File: config.mk
export PLATFORM = sky130hd
export DESIGN_NAME = alu_issue_unit
export DESIGN_NICKNAME = d
export VERILOG_FILES = /design/src/rtl/alu_issue_unit_pkg.sv /design/src/rtl/alu_issue_unit.sv
export SDC_FILE = /design/constraint.sdc
export NUM_CORES = 1
export LEC_CHECK = 0
export BUFFER_PORTS_ARGS = -buffer_cell sky130_fd_sc_hd__buf_4
export CORE_UTILIZATION = 40
export CTS_BUF_LIST = sky130_fd_sc_hd__clkbuf_4 sky130_fd_sc_hd__clkbuf_8 sky130_fd_sc_hd__clkbuf_16
export CTS_CLUSTER_DIAMETER = 50
export DETAILED_ROUTE_END_ITERATION = 10
export PLACE_DENSITY = 0.74
export SLEW_MARGIN = 20
export SYNTH_ARGS = -nofsm -noshare
export SYNTH_HDL_FRONTEND = slang
export SYNTH_SLANG_ARGS = --single-unit
File: constraint.sdc
create_clock -name clk -period 2.9 [get_ports clk]
set_input_delay 0.29 -clock clk [delete_from_list [all_inputs] [get_ports clk]]
set_output_delay 0.29 -clock clk [all_outputs]
set_load 0.01 [all_outputs]
File: src/rtl/alu_issue_unit_pkg.sv
// Shared types and helpers for the ALU issue unit: op codes, FSM states
// and the result-capture rule applied to the raw ALU output.
package alu_issue_unit_pkg;

  // Op codes as presented on {s0,s1,s2}
  typedef enum logic [2:0] {
    OP_INC = 3'b000,
    OP_ASR = 3'b001,
    OP_ADD = 3'b010,
    OP_SUB = 3'b011,
    OP_DEC = 3'b100,
    OP_AND = 3'b101,
    OP_OR  = 3'b110,
    OP_XOR = 3'b111
  } alu_op_e;

  typedef enum logic [1:0] {
    ST_IDLE  = 2'd0,
    ST_DRIVE = 2'd1,
    ST_RESP  = 2'd2
  } issue_state_e;

  // Logic ops leave ALU bit 4 undriven, so it carries no information
  function automatic logic op_is_logic(input alu_op_e op);
    return (op == OP_AND) || (op == OP_OR) || (op == OP_XOR);
  endfunction

  // Clean bit 4 for logic ops; arithmetic ops keep carry/borrow as-is
  function automatic logic [4:0] capture_result(input alu_op_e op, input logic [4:0] res);
    logic [4:0] r;
    r = res;
    if (op_is_logic(op)) r[4] = 1'b0;
    return r;
  endfunction

endpackage

File: src/rtl/alu_issue_unit.sv
// Issue/collect wrapper around an external combinational 4-bit ALU.
// Registers one request onto the ALU, waits a settle window, captures the
// 5-bit result with a zero flag and hands it out over valid/ready.
// The low nibble of each result is kept as an accumulator for chaining.
module alu_issue_unit
  import alu_issue_unit_pkg::*;
#(
  parameter int SETTLE_CYCLES = 1,
  parameter int CNT_W         = 8
) (
  input  logic             clk,
  input  logic             rst_n,
  input  logic             req_valid,
  output logic             req_ready,
  input  logic [2:0]       req_op,
  input  logic [3:0]       req_a,
  input  logic [3:0]       req_b,
  input  logic             req_use_acc,
  output logic [3:0]       alu_a,
  output logic [3:0]       alu_b,
  output logic             alu_s0,
  output logic             alu_s1,
  output logic             alu_s2,
  input  logic [4:0]       alu_res,
  output logic             rsp_valid,
  input  logic             rsp_ready,
  output logic [4:0]       rsp_result,
  output logic             rsp_zero,
  output logic [CNT_W-1:0] ops_done
);

  // Counter just wide enough to hold SETTLE_CYCLES-1
  localparam int              SC_W        = (SETTLE_CYCLES > 1) ? $clog2(SETTLE_CYCLES) : 1;
  localparam logic [SC_W-1:0] SETTLE_LOAD = SC_W'(SETTLE_CYCLES - 1);

  issue_state_e     state_q, state_d;
  logic [SC_W-1:0]  cnt_q, cnt_d;
  logic [3:0]       a_q, a_d;
  logic [3:0]       b_q, b_d;
  alu_op_e          op_q, op_d;
  logic [3:0]       acc_q, acc_d;
  logic             rsp_valid_q, rsp_valid_d;
  logic [4:0]       rsp_result_q, rsp_result_d;
  logic             rsp_zero_q, rsp_zero_d;
  logic [CNT_W-1:0] ops_done_q, ops_done_d;
  logic [4:0]       cap;

  // Next-state and datapath update for the IDLE -> DRIVE -> RESP cycle
  always_comb begin
    state_d      = state_q;
    cnt_d        = cnt_q;
    a_d          = a_q;
    b_d          = b_q;
    op_d         = op_q;
    acc_d        = acc_q;
    rsp_valid_d  = rsp_valid_q;
    rsp_result_d = rsp_result_q;
    rsp_zero_d   = rsp_zero_q;
    ops_done_d   = ops_done_q;
    cap          = capture_result(op_q, alu_res);
    case (state_q)
      ST_IDLE: begin
        if (req_valid) begin
          a_d     = req_use_acc ? acc_q : req_a;
          b_d     = req_b;
          op_d    = alu_op_e'(req_op);
          cnt_d   = SETTLE_LOAD;
          state_d = ST_DRIVE;
        end
      end
      ST_DRIVE: begin
        if (cnt_q == '0) begin
          rsp_result_d = cap;
          rsp_zero_d   = (cap[3:0] == 4'b0000);
          acc_d        = cap[3:0];
          rsp_valid_d  = 1'b1;
          state_d      = ST_RESP;
        end else begin
          cnt_d = cnt_q - 1'b1;
        end
      end
      ST_RESP: begin
        // Return through IDLE so a new request is never taken in the release cycle
        if (rsp_ready) begin
          rsp_valid_d = 1'b0;
          ops_done_d  = ops_done_q + 1'b1;
          state_d     = ST_IDLE;
        end
      end
      default: state_d = ST_IDLE;
    endcase
  end

  // State and datapath registers; reset drops any in-flight operation
  always_ff @(posedge clk or negedge rst_n) begin
    if (!rst_n) begin
      state_q      <= ST_IDLE;
      cnt_q        <= '0;
      a_q          <= '0;
      b_q          <= '0;
      op_q         <= OP_INC;
      acc_q        <= '0;
      rsp_valid_q  <= 1'b0;
      rsp_result_q <= '0;
      rsp_zero_q   <= 1'b0;
      ops_done_q   <= '0;
    end else begin
      state_q      <= state_d;
      cnt_q        <= cnt_d;
      a_q          <= a_d;
      b_q          <= b_d;
      op_q         <= op_d;
      acc_q        <= acc_d;
      rsp_valid_q  <= rsp_valid_d;
      rsp_result_q <= rsp_result_d;
      rsp_zero_q   <= rsp_zero_d;
      ops_done_q   <= ops_done_d;
    end
  end

  assign req_ready  = (state_q == ST_IDLE);
  assign alu_a      = a_q;
  assign alu_b      = b_q;
  assign alu_s0     = op_q[2];
  assign alu_s1     = op_q[1];
  assign alu_s2     = op_q[0];
  assign rsp_valid  = rsp_valid_q;
  assign rsp_result = rsp_result_q;
  assign rsp_zero   = rsp_zero_q;
  assign ops_done   = ops_done_q;

endmodule

==> flow_metrics.py <==
metrics = {
    "logic_synthesis": {
        "yosys_warnings": 0,
        "ys_async_sr_fraction_pct": 100,
        "synth_flop_cell": "dfrtp_1",
        "ys_types": 28,
        "synthCells": 99,
        "avgSynthCellArea_um2": 12.0,
        "seq_area_frac_synth_pct": 58.8,
        "synth_edf_count": 0,
        "syn_nets": 121,
        "synth-seq-cells": 28,
        "yosys-top-cells-area": "dfrtp_1 (59%), mux2_2 (6.6%), nand2_1 (5.4%), mux2i_1 (3.4%), xor2_1 (2.9%)",
        "synth.top_cell.area_share_pct": 58.8,
        "syn_area_mm2": 0.00119,
        "yosysTopAreaCell": "dfrtp_1",
    },
    "drt": {
        "vias": 871,
        "wl_um": 2250,
        "firstDrtPassIters": 4,
        "drc": 0,
        "wl_per_cell_um": 12.6,
        "avgViaCountPerCell": 4.89,
        "drt-initial-drc-count": 10,
        "antenna_left": 0,
    },
    "pwr": {
        "power_density_mw_per_mm2": 957,
        "sequentialPowerShare_pct": 45.5,
        "switching_share_pct": 35.2,
        "power_leakage_uw": 0.000816,
        "p_int_uw": 993,
        "p_clk_share_pct": 11.8,
        "ir_drop_uv": 610,
        "power.switching_uw": 539,
        "power_frac_comb_pct": 42.7,
    },
    "setup_path": {
        "reg2reg_to": "op_q[2]",
        "reg2reg_depth": 2,
        "cp_cell_sequence": "nor3b_4 -> mux2_2",
        "cp-end-kind": "flip-flop",
        "reg2reg_from": "state_q[1]",
        "rrSetupSlack_ps": 1280,
        "slowest_delay_ps": 610,
        "crit_path_top_delay_cell": "nor3b_4",
        "arrival_ps": 1840,
        "startpoint_type": "flip-flop",
        "cp_max_fo": 16,
        "crit_required_ps": 3120,
        "worstSetupPathType": "reg2reg",
    },
    "min_path": {
        "hold_class": "in2reg",
        "min_to": "rsp_result[3]",
        "worstHoldPathCells": 3,
        "holdCritStartpoint": "alu_res[3]",
    },
    "timing": {
        "tightestPinTransition_ps": 672,
        "tns_ps": 0,
        "drv_slew": 0,
        "rsz0062_at_grt": "no",
        "fmax_mhz": 617,
        "fin_hold_ws_ps": 161,
        "post-route-period-util_pct": 55.9,
        "period_minus_slack_ps": 1620,
        "worst_slack_ps": 1280,
        "hold_violations": 0,
        "setup-violations-final": 0,
        "finalClockSkew_ps": 0.904,
        "relSlewSlack_pct": 55.2,
    },
    "global_route": {
        "antenna_found_initial": 0,
        "grt_pass1_vias": 902,
        "grt_max_degree": 29,
        "grt_use_total_pct": 16.0,
        "grt_overflow_total": 0,
        "grt_pass1_wl_um": 3950,
    },
    "floorplanning": {
        "initial_utilization_pct": 42.9,
        "ios": 48,
        "core-area_mm2": 0.00278,
        "die_y_um": 56.6,
        "die_x_um": 56.6,
        "rows": 19,
        "dieArea_mm2": 0.00320,
    },
    "layout": {
        "multi_input_area_um2": 454,
        "seq_area_um2": 701,
        "drive_gt1_share_pct": 42.2,
        "fin_cells": 178,
        "n_antenna_cell": 0,
        "layout.filler_cells": 251,
        "final_common_cell": "buf_4",
        "fin_area_mm2": 0.00160,
        "final_cell_mix": "buf_4 (47), dfrtp_1 (28), nand2_1 (17)",
        "final_nets": 170,
        "area_delta_synth_final_pct": 34.2,
    },
    "clock_network": {
        "ctsResizeCount": 0,
        "cts_tree": "done",
        "clock_latency_ps": 310,
        "clk_pin_slew_worst_paths_ps": 140,
        "cts_root_buffer": "clkbuf_4",
        "htreeDepth": 1,
        "clock-sinks": 28,
        "cts_buffer_depth": 2,
        "cts_made_buffers": 3,
    },
    "place": {
        "place_inst": 173,
        "dp_hpwl_um": 1810,
        "gp_congestion": 0.654,
        "dp_slack_ps": 1270,
        "placed_area_mm2": 0.00155,
        "numPortBuffers": 47,
    },
    "flow_run": {
        "maxCapViolCount": 0,
    },
    "run_status": {
        "status": "completed",
    },
}
==> sequential cells by signal, summed over array words and instances (netlist names) <==
register,cells
alu_a,4
rsp_valid,1
state_q,2
rsp_zero,1
acc_q,3
rsp_result,2
op_q,3
alu_b,4
ops_done,8
==> through the flow <==
stage	utilization (%)	total power, uW
final	57.5	1530
after global routing	57.5	1650
after CTS	57.5	1560
after detailed placement	55.9	1370
after global placement	55.9	1340
after floorplan	-	1050
==> cells in the mapped netlist, drive strengths merged (2+ instances only) <==
master	number
nand3	2
xnor2	3
nor3	2
inv	2
mux2	8
buf	3
xor2	4
nand2	17
nor2	7
o21ai	3
mux2i	4
dfrtp	28
a21oi	4
==> power groups by stage <==
stage	clock network [uW]	logic [uW]	registers [uW]
global placement	0	642	698
floorplan	0	305	744
finish	181	653	697
global route	209	716	727
detailed placement	0	665	707
CTS	191	667	699
==> worst max-delay path by stage <==
| stage | start | end | slack [ps] | cells after the start |
|---|---|---|---|---|
| 6_report | state_q[1] | op_q[2] | 1280 | 2 |
| 5_1_grt | state_q[1] | alu_b[3] | 1150 | 2 |
| 4_1_cts | state_q[1] | op_q[2] | 1250 | 2 |
| 3_5_place_dp | state_q[1] | op_q[2] | 1270 | 2 |
| 3_3_place_gp | state_q[1] | alu_b[0] | 1350 | 2 |
| 2_1_floorplan | state_q[1] | alu_b[2] | 1520 | 4 |
==> cells by family (layout without fill, tap and decap cells) <==
kind of cell             count (synthesis)  in the layout  synth area share [%]
AND/OR/NAND/NOR                         37             37                  17.1
flip-flops                              28             28                  58.8
multiplexers                            12             12                  11.2
AO/OA/AOI/OAI                            8              8                  3.57
XOR/XNOR                                 7              7                  5.14
buffers and inverters                    6             54                  3.15
adder cells (fa/ha/maj)                  1              1                  1.05
==> what timing repair did <==
item,in CTS,in global routing
hold buffers,1,0
setup buffers,0,0
hold endpoints to repair,28,0
==> cell type report <==
class | instances | area share, %
clock buffer | 4 | 2.27
inverter | 2 | 0.469
multi-input combinational | 65 | 28.4
sequential | 28 | 43.8
tap | 31 | 2.42
timing repair buffer | 48 | 22.7
==> routing by layer <==
| metal | up-vias | part of all wire, % | track usage [%] | wire (um) |
|---|---|---|---|---|
| met2 | 27 | 51 | 26.7 | 1150 |
| met1 | 410 | 42 | 19.9 | 942 |
| met4 | 0 | 0.49 | 6.27 | 11 |
| met5 | - | 0 | 0 | 0 |
| met3 | 2 | 6.3 | 3.69 | 141 |
| li1 | 432 | - | - | - |
==> worst max-delay path: cells and delay by family, from the launching register on <==
kind          cells  cell delay [ps]
flops             1              500
mux               1              410
simple gates      1              610
(Power assumes the default switching activity.)
